`config.mk`:
```
export PLATFORM = sky130hd
export DESIGN_NAME = key_ce_ctrl_flat
export DESIGN_NICKNAME = d
export VERILOG_FILES = /design/src/rtl/key_ce_ctrl_if.sv /design/src/rtl/key_ce_ctrl.sv /design/src/flat_wrapper.sv
export SDC_FILE = /design/constraint.sdc
export NUM_CORES = 1
export LEC_CHECK = 0
export ABC_AREA = 1
export CAP_MARGIN = 0
export CORE_AREA = 8 8 60 82
export CTS_CLUSTER_SIZE = 14
export DETAILED_ROUTE_END_ITERATION = 16
export DIE_AREA = 0 0 68 90
export GPL_ROUTABILITY_DRIVEN = 0
export PLACE_DENSITY_LB_ADDON = 0.3
export RECOVER_POWER = 50
export SYNTH_ARGS = -nofsm -noshare
export SYNTH_HDL_FRONTEND = slang
export SYNTH_SLANG_ARGS = --single-unit
```
`constraint.sdc`:
```
create_clock -name clk -period 2 [get_ports clk]
set_input_delay 0.4 -clock clk [delete_from_list [all_inputs] [get_ports clk]]
set_output_delay 0.4 -clock clk [all_outputs]
set_load 0.01 [all_outputs]
```
`src/rtl/key_ce_ctrl_if.sv`:
```
// Bundle between the button front-end and its consumer.
// The slave side (key_ce_ctrl) receives the raw pin and returns the CE level and status.
interface key_ce_ctrl_if;
  logic       key_i;
  logic       ce_o;
  logic       press_o;
  logic       pressed_o;
  logic [7:0] press_cnt_o;

  modport master (
    output key_i,
    input  ce_o,
    input  press_o,
    input  pressed_o,
    input  press_cnt_o
  );

  modport slave (
    input  key_i,
    output ce_o,
    output press_o,
    output pressed_o,
    output press_cnt_o
  );
endinterface

```
`src/rtl/key_ce_ctrl.sv`:
```
// Push-button to DQCE clock-enable front-end.
// Two-flop synchroniser, 4-state debounce FSM, registered CE level (toggle or hold),
// one-cycle press strobe and 8-bit press counter. Runs on the ungated board clock.
module key_ce_ctrl #(
  parameter int DEBOUNCE_CYCLES = 270000,
  parameter bit INV_BTN         = 1'b1,
  parameter bit TOGGLE          = 1'b1,
  parameter bit CE_RESET        = 1'b1
) (
  input  logic          clk,
  input  logic          rst_i,
  key_ce_ctrl_if.slave  bus
);

  typedef enum logic [1:0] {
    REL    = 2'd0,
    P_WAIT = 2'd1,
    PRS    = 2'd2,
    R_WAIT = 2'd3
  } state_t;

  // Last count value of a WAIT state; reaching it with a stable key accepts the level.
  localparam logic [19:0] CNT_LAST = 20'(DEBOUNCE_CYCLES - 1);

  logic [1:0]  sync_reg;
  logic        key_n;
  state_t      state_reg, state_next;
  logic [19:0] cnt_reg, cnt_next;
  logic        pressed_reg, pressed_next;
  logic        press_reg, press_next;
  logic        ce_reg, ce_next;
  logic [7:0]  press_cnt_reg, press_cnt_next;

  // Synchroniser stages; they reset to the released pin level so reset never looks like a press.
  genvar gi;
  generate
    for (gi = 0; gi < 2; gi++) begin : g_sync
      if (gi == 0) begin : g_first
        always_ff @(posedge clk or negedge rst_i) begin
          if (!rst_i) sync_reg[gi] <= INV_BTN;
          else        sync_reg[gi] <= bus.key_i;
        end
      end else begin : g_next
        always_ff @(posedge clk or negedge rst_i) begin
          if (!rst_i) sync_reg[gi] <= INV_BTN;
          else        sync_reg[gi] <= sync_reg[gi-1];
        end
      end
    end
  endgenerate

  // Normalised key: 1 = pressed, independent of board polarity.
  assign key_n = sync_reg[1] ^ INV_BTN;

  // State, debounce counter and all output flops.
  always_ff @(posedge clk or negedge rst_i) begin
    if (!rst_i) begin
      state_reg     <= REL;
      cnt_reg       <= '0;
      pressed_reg   <= 1'b0;
      press_reg     <= 1'b0;
      ce_reg        <= CE_RESET;
      press_cnt_reg <= '0;
    end else begin
      state_reg     <= state_next;
      cnt_reg       <= cnt_next;
      pressed_reg   <= pressed_next;
      press_reg     <= press_next;
      ce_reg        <= ce_next;
      press_cnt_reg <= press_cnt_next;
    end
  end

  // Debounce transitions; the counter restarts on every state change and on any disagreeing sample.
  always_comb begin
    state_next = state_reg;
    cnt_next   = '0;
    unique case (state_reg)
      REL: begin
        if (key_n) begin
          state_next = P_WAIT;
          cnt_next   = 20'd1;
        end
      end
      P_WAIT: begin
        if (!key_n) begin
          state_next = REL;
        end else if (cnt_reg == CNT_LAST) begin
          state_next = PRS;
        end else begin
          cnt_next = cnt_reg + 20'd1;
        end
      end
      PRS: begin
        if (!key_n) begin
          state_next = R_WAIT;
          cnt_next   = 20'd1;
        end
      end
      R_WAIT: begin
        if (key_n) begin
          state_next = PRS;
        end else if (cnt_reg == CNT_LAST) begin
          state_next = REL;
        end else begin
          cnt_next = cnt_reg + 20'd1;
        end
      end
      default: state_next = REL;
    endcase
  end

  // Next values of the registered outputs, so CE never has a combinational path from the pin.
  always_comb begin
    pressed_next   = (state_next == PRS) || (state_next == R_WAIT);
    press_next     = (state_reg == P_WAIT) && (state_next == PRS);
    press_cnt_next = press_cnt_reg + 8'(press_next);
    if (TOGGLE) ce_next = press_next ? ~ce_reg : ce_reg;
    else        ce_next = CE_RESET ^ pressed_next;
  end

  assign bus.ce_o        = ce_reg;
  assign bus.press_o     = press_reg;
  assign bus.pressed_o   = pressed_reg;
  assign bus.press_cnt_o = press_cnt_reg;

endmodule

```
`src/flat_wrapper.sv`:
```
// flat-port wrapper written by rule: the top's interface ports become plain ports
module key_ce_ctrl_flat 
#(
  parameter int DEBOUNCE_CYCLES = 270000,
  parameter bit INV_BTN         = 1'b1,
  parameter bit TOGGLE          = 1'b1,
  parameter bit CE_RESET        = 1'b1
)
  (clk, rst_i, bus_key_i, bus_ce_o, bus_press_o, bus_pressed_o, bus_press_cnt_o);
  key_ce_ctrl_if bus_i ();
  input  logic clk;
  input  logic rst_i;
  input wire logic [$bits(bus_i.key_i)-1:0] bus_key_i;
  output wire logic [$bits(bus_i.ce_o)-1:0] bus_ce_o;
  output wire logic [$bits(bus_i.press_o)-1:0] bus_press_o;
  output wire logic [$bits(bus_i.pressed_o)-1:0] bus_pressed_o;
  output wire logic [$bits(bus_i.press_cnt_o)-1:0] bus_press_cnt_o;
  assign bus_i.key_i = bus_key_i;
  assign bus_ce_o = bus_i.ce_o;
  assign bus_press_o = bus_i.press_o;
  assign bus_pressed_o = bus_i.pressed_o;
  assign bus_press_cnt_o = bus_i.press_cnt_o;
  key_ce_ctrl #(.DEBOUNCE_CYCLES(DEBOUNCE_CYCLES), .INV_BTN(INV_BTN), .TOGGLE(TOGGLE), .CE_RESET(CE_RESET)) u_core (.clk(clk), .rst_i(rst_i), .bus(bus_i));
endmodule
```
==> qor.txt, run 1 <==
Vias/cell = 5.00
Fin. max-slew vios = 0
Yosys reg bits = 35
Slew of the pin with the lowest slew margin = 0.841 ns
Syn Inst Count = 217
Port-buffer cells = 13
Vias = 1471
Clock power frac = 39.6%
Bufs and invs on worst path = 3
Post-route DRC = 0
Max Cap Viol = 0
Commonest cells after routing, fill and taps aside = nand2_1 (60), nor2_1 (33), dfrtp_1 (32), inv_1 (21)
CP Capture Type = register
Max incr delay on CP = 0.35 ns
Die area = 6120 um^2
Distinct cells, synth = 22
Worst Path Required = 2.21 ns
Crit-path cells = ha_2, nand3_2, inv_2, nand3_2, nor2_4, nand3_2, inv_2, ha_4, nand3_4, nor3_4, buf_4, xor2_1
Fill count = 348
Most common cell after layout, fill and taps aside = nand2_1
Pwr Total = 0.00126 W
Row cnt = 27
Setup ws final = 0.0869 ns
Max VDD drop = 506 uV
First-pass GRT wire length = 6.28 mm
Pint = 0.000970 W
# diodes = 0
Sw frac = 23.3%
PwrDens = 567 nW/um^2
Worst hold path class = in2async
Placed Cells = 282
Yosys Warn Count = 0
Top layer in use = met4
GRT overflow = 0
Status = finished clean
WL met3 = 87 um
Router iterations before antenna repair = 4
Clk buf depth = 2
Worst slack at placement = 0.0436 ns
Fmax = 523 MHz
Htree depth = 2
Hpwl dp = 2.68 mm
Post-synthesis net count = 223
CP max FO = 2
CP arrival = 2.13 ns
I/O Pins = 14
Comb pwr share = 3.5%
CTS tree = done
Drt total wl = 3.81 mm
TritonCTS buffer count = 5
Starting Density = 48.2%
Clk_lat worst skew = 0.29 ns
P_sw = 0.000295 W
Worst-path cell with the longest stage delay = dfrtp_1
DR WL met2 = 2.00 mm
Antenna violations before repair = 0
DR WL/cell = 12.9 um
CP Launch Type = register
Largest register FFs = 20
R2R depth = 12
Hold_buf cts = 0
GRT Overall Usage = 12.9%
DRT iter0 DRCs = 46
Crit path depth = 12
Fin crit share = 95.7%
Area Overhead vs Synth = 22.4%
Cell mode on critical path = nand3_2
Layout cell share with drive strength beyond 1 = 24.3%
Worst-path clk slew = 0.07 ns
LEAKAGE = 1.00 nW
Setup CP Type = reg2reg
Minimum clock period = 1.91 ns
Final Hold Violating Endpoints = 0
Syn_area_per_cell = 8.40 um^2
Mapped Area = 1820 um^2
Sequential fraction of the synthesis area = 48.2%
Seq pwr share = 56.9%
Die Height = 90 um
Setup tns final = 0 ns
Largest net degree at the start of global routing = 36
DRT antenna net count = 0
Fin cells = 294
CP top delay family = simple AND/OR/NAND/NOR gates
Met1 WL = 1.58 mm
Clock net sink count = 35
Core area = 3780 um^2
Unrepaired setup endpoints after global routing = yes
CTS root buffer = clkbuf_8
Final nets = 256
Worst Skew = 0.00545 ns
Vias in the first global route = 1533
Final setup viols = 0
Headroom to the max-slew limit = 43.9%
Die Wd = 68 um
==> synth_stat cells <==
master   instances  area (um^2)
inv_2            1         3.75
nor3_1           1         5.00
nor2_1          34          128
nand3_2          2         20.0
xnor2_1          4         35.0
dfstp_2          3         78.8
nand2_1         60          225
buf_12           1         20.0
a21oi_1          1         5.00
nand3_1         11         55.1
inv_1           22         82.6
xor2_1          13          114
nand4_1          2         12.5
dfrtp_1         32          801
nor2_2          13         81.3
inv_4            1         6.26
nor2_4           6         67.6
ha_1             3         37.5
o21ai_0          3         15.0
nand2_2          2         12.5
nand2_4          1         11.3
a31oi_1          1         6.26
==> metrics by stage <==
stage | instance area (um^2) | hold WS [ns] | utilization, %
floorplan | 1830 | 0.104 | -
global placement | 2060 | 0.349 | 54.5
detailed placement | 2060 | 0.349 | 54.5
CTS | 2150 | 0.207 | 56.7
global route | 2230 | 0.282 | 59.0
finish | 2230 | 0.206 | 59.0
==> metal layers <==
layer,global-route usage [%],vias to the layer above
met4,7.03,0
met5,0,-
met3,2.61,15
met2,21.4,29
li1,-,724
met1,14.5,703
==> power by group through the flow <==
stage	sequential (W)	clock, W	combinational [W]
finish	0.000720	0.000501	0.0000440
global placement	0.000733	0	0.0000455
floorplan	0.000733	0	0.0000253
CTS	0.000719	0.000517	0.0000457
global route	0.000720	0.000540	0.0000526
detailed placement	0.000733	0	0.0000457
==> cell type report <==
class / instances / area, um^2 / area share (%)
tap: 43 / 53.8 / 2.41
clock buffer: 6 / 72.6 / 3.25
timing repair buffer: 27 / 230 / 10.3
inverter: 24 / 92.6 / 4.15
multi-input combinational: 157 / 890 / 39.9
clock inverter: 2 / 12.5 / 0.561
sequential: 35 / 880 / 39.4
==> final timing paths <==
path | endpoint | slack, ns | start
min reg2reg | u_core.sync_reg[1] | 0.36 | u_core.sync_reg[0]
min | u_core.cnt_reg[7] | 0.21 | rst_i
max in group asynchronous | u_core.cnt_reg[0] | 1.27 | rst_i
max | u_core.bus.press_cnt_o[5] | 0.09 | u_core.cnt_reg[0]
max reg2reg | u_core.bus.press_cnt_o[5] | 0.09 | u_core.cnt_reg[0]
min in group clk | u_core.sync_reg[1] | 0.36 | u_core.sync_reg[0]
==> logic make-up (layout without fill, tap and decap cells) <==
kind of cell / after synthesis / in the layout / share of synthesized area (%)
buffers and inverters: 25 / 59 / 6.18
AND/OR/NAND/NOR: 132 / 132 / 33.9
AO/OA/AOI/OAI: 5 / 5 / 1.44
adder cells (fa/ha/maj): 3 / 3 / 2.06
flip-flops: 35 / 35 / 48.3
XOR/XNOR: 17 / 17 / 8.17
==> timing repair <==
| item | 4_1_cts | 5_1_grt |
|---|---|---|
| buffers inserted | 0 | 4 |
| resized for setup | 0 | 12 |
| endpoints found under the hold margin | 0 | 0 |
| endpoints found under the setup margin | 0 | 4 |
Note: power is estimated with default switching activity, not from simulation.
==> run 2: changes to the inputs <==
--- a/config.mk
+++ b/config.mk
@@ -14,6 +14,7 @@
 export GPL_ROUTABILITY_DRIVEN = 0
 export PLACE_DENSITY_LB_ADDON = 0.3
 export RECOVER_POWER = 50
+export SKIP_LAST_GASP = 1
 export SYNTH_ARGS = -nofsm -noshare
 export SYNTH_HDL_FRONTEND = slang
 export SYNTH_SLANG_ARGS = --single-unit
==> results of run 2 <==
Same layout as run 1: the final DEF is identical, and so are final timing and power.
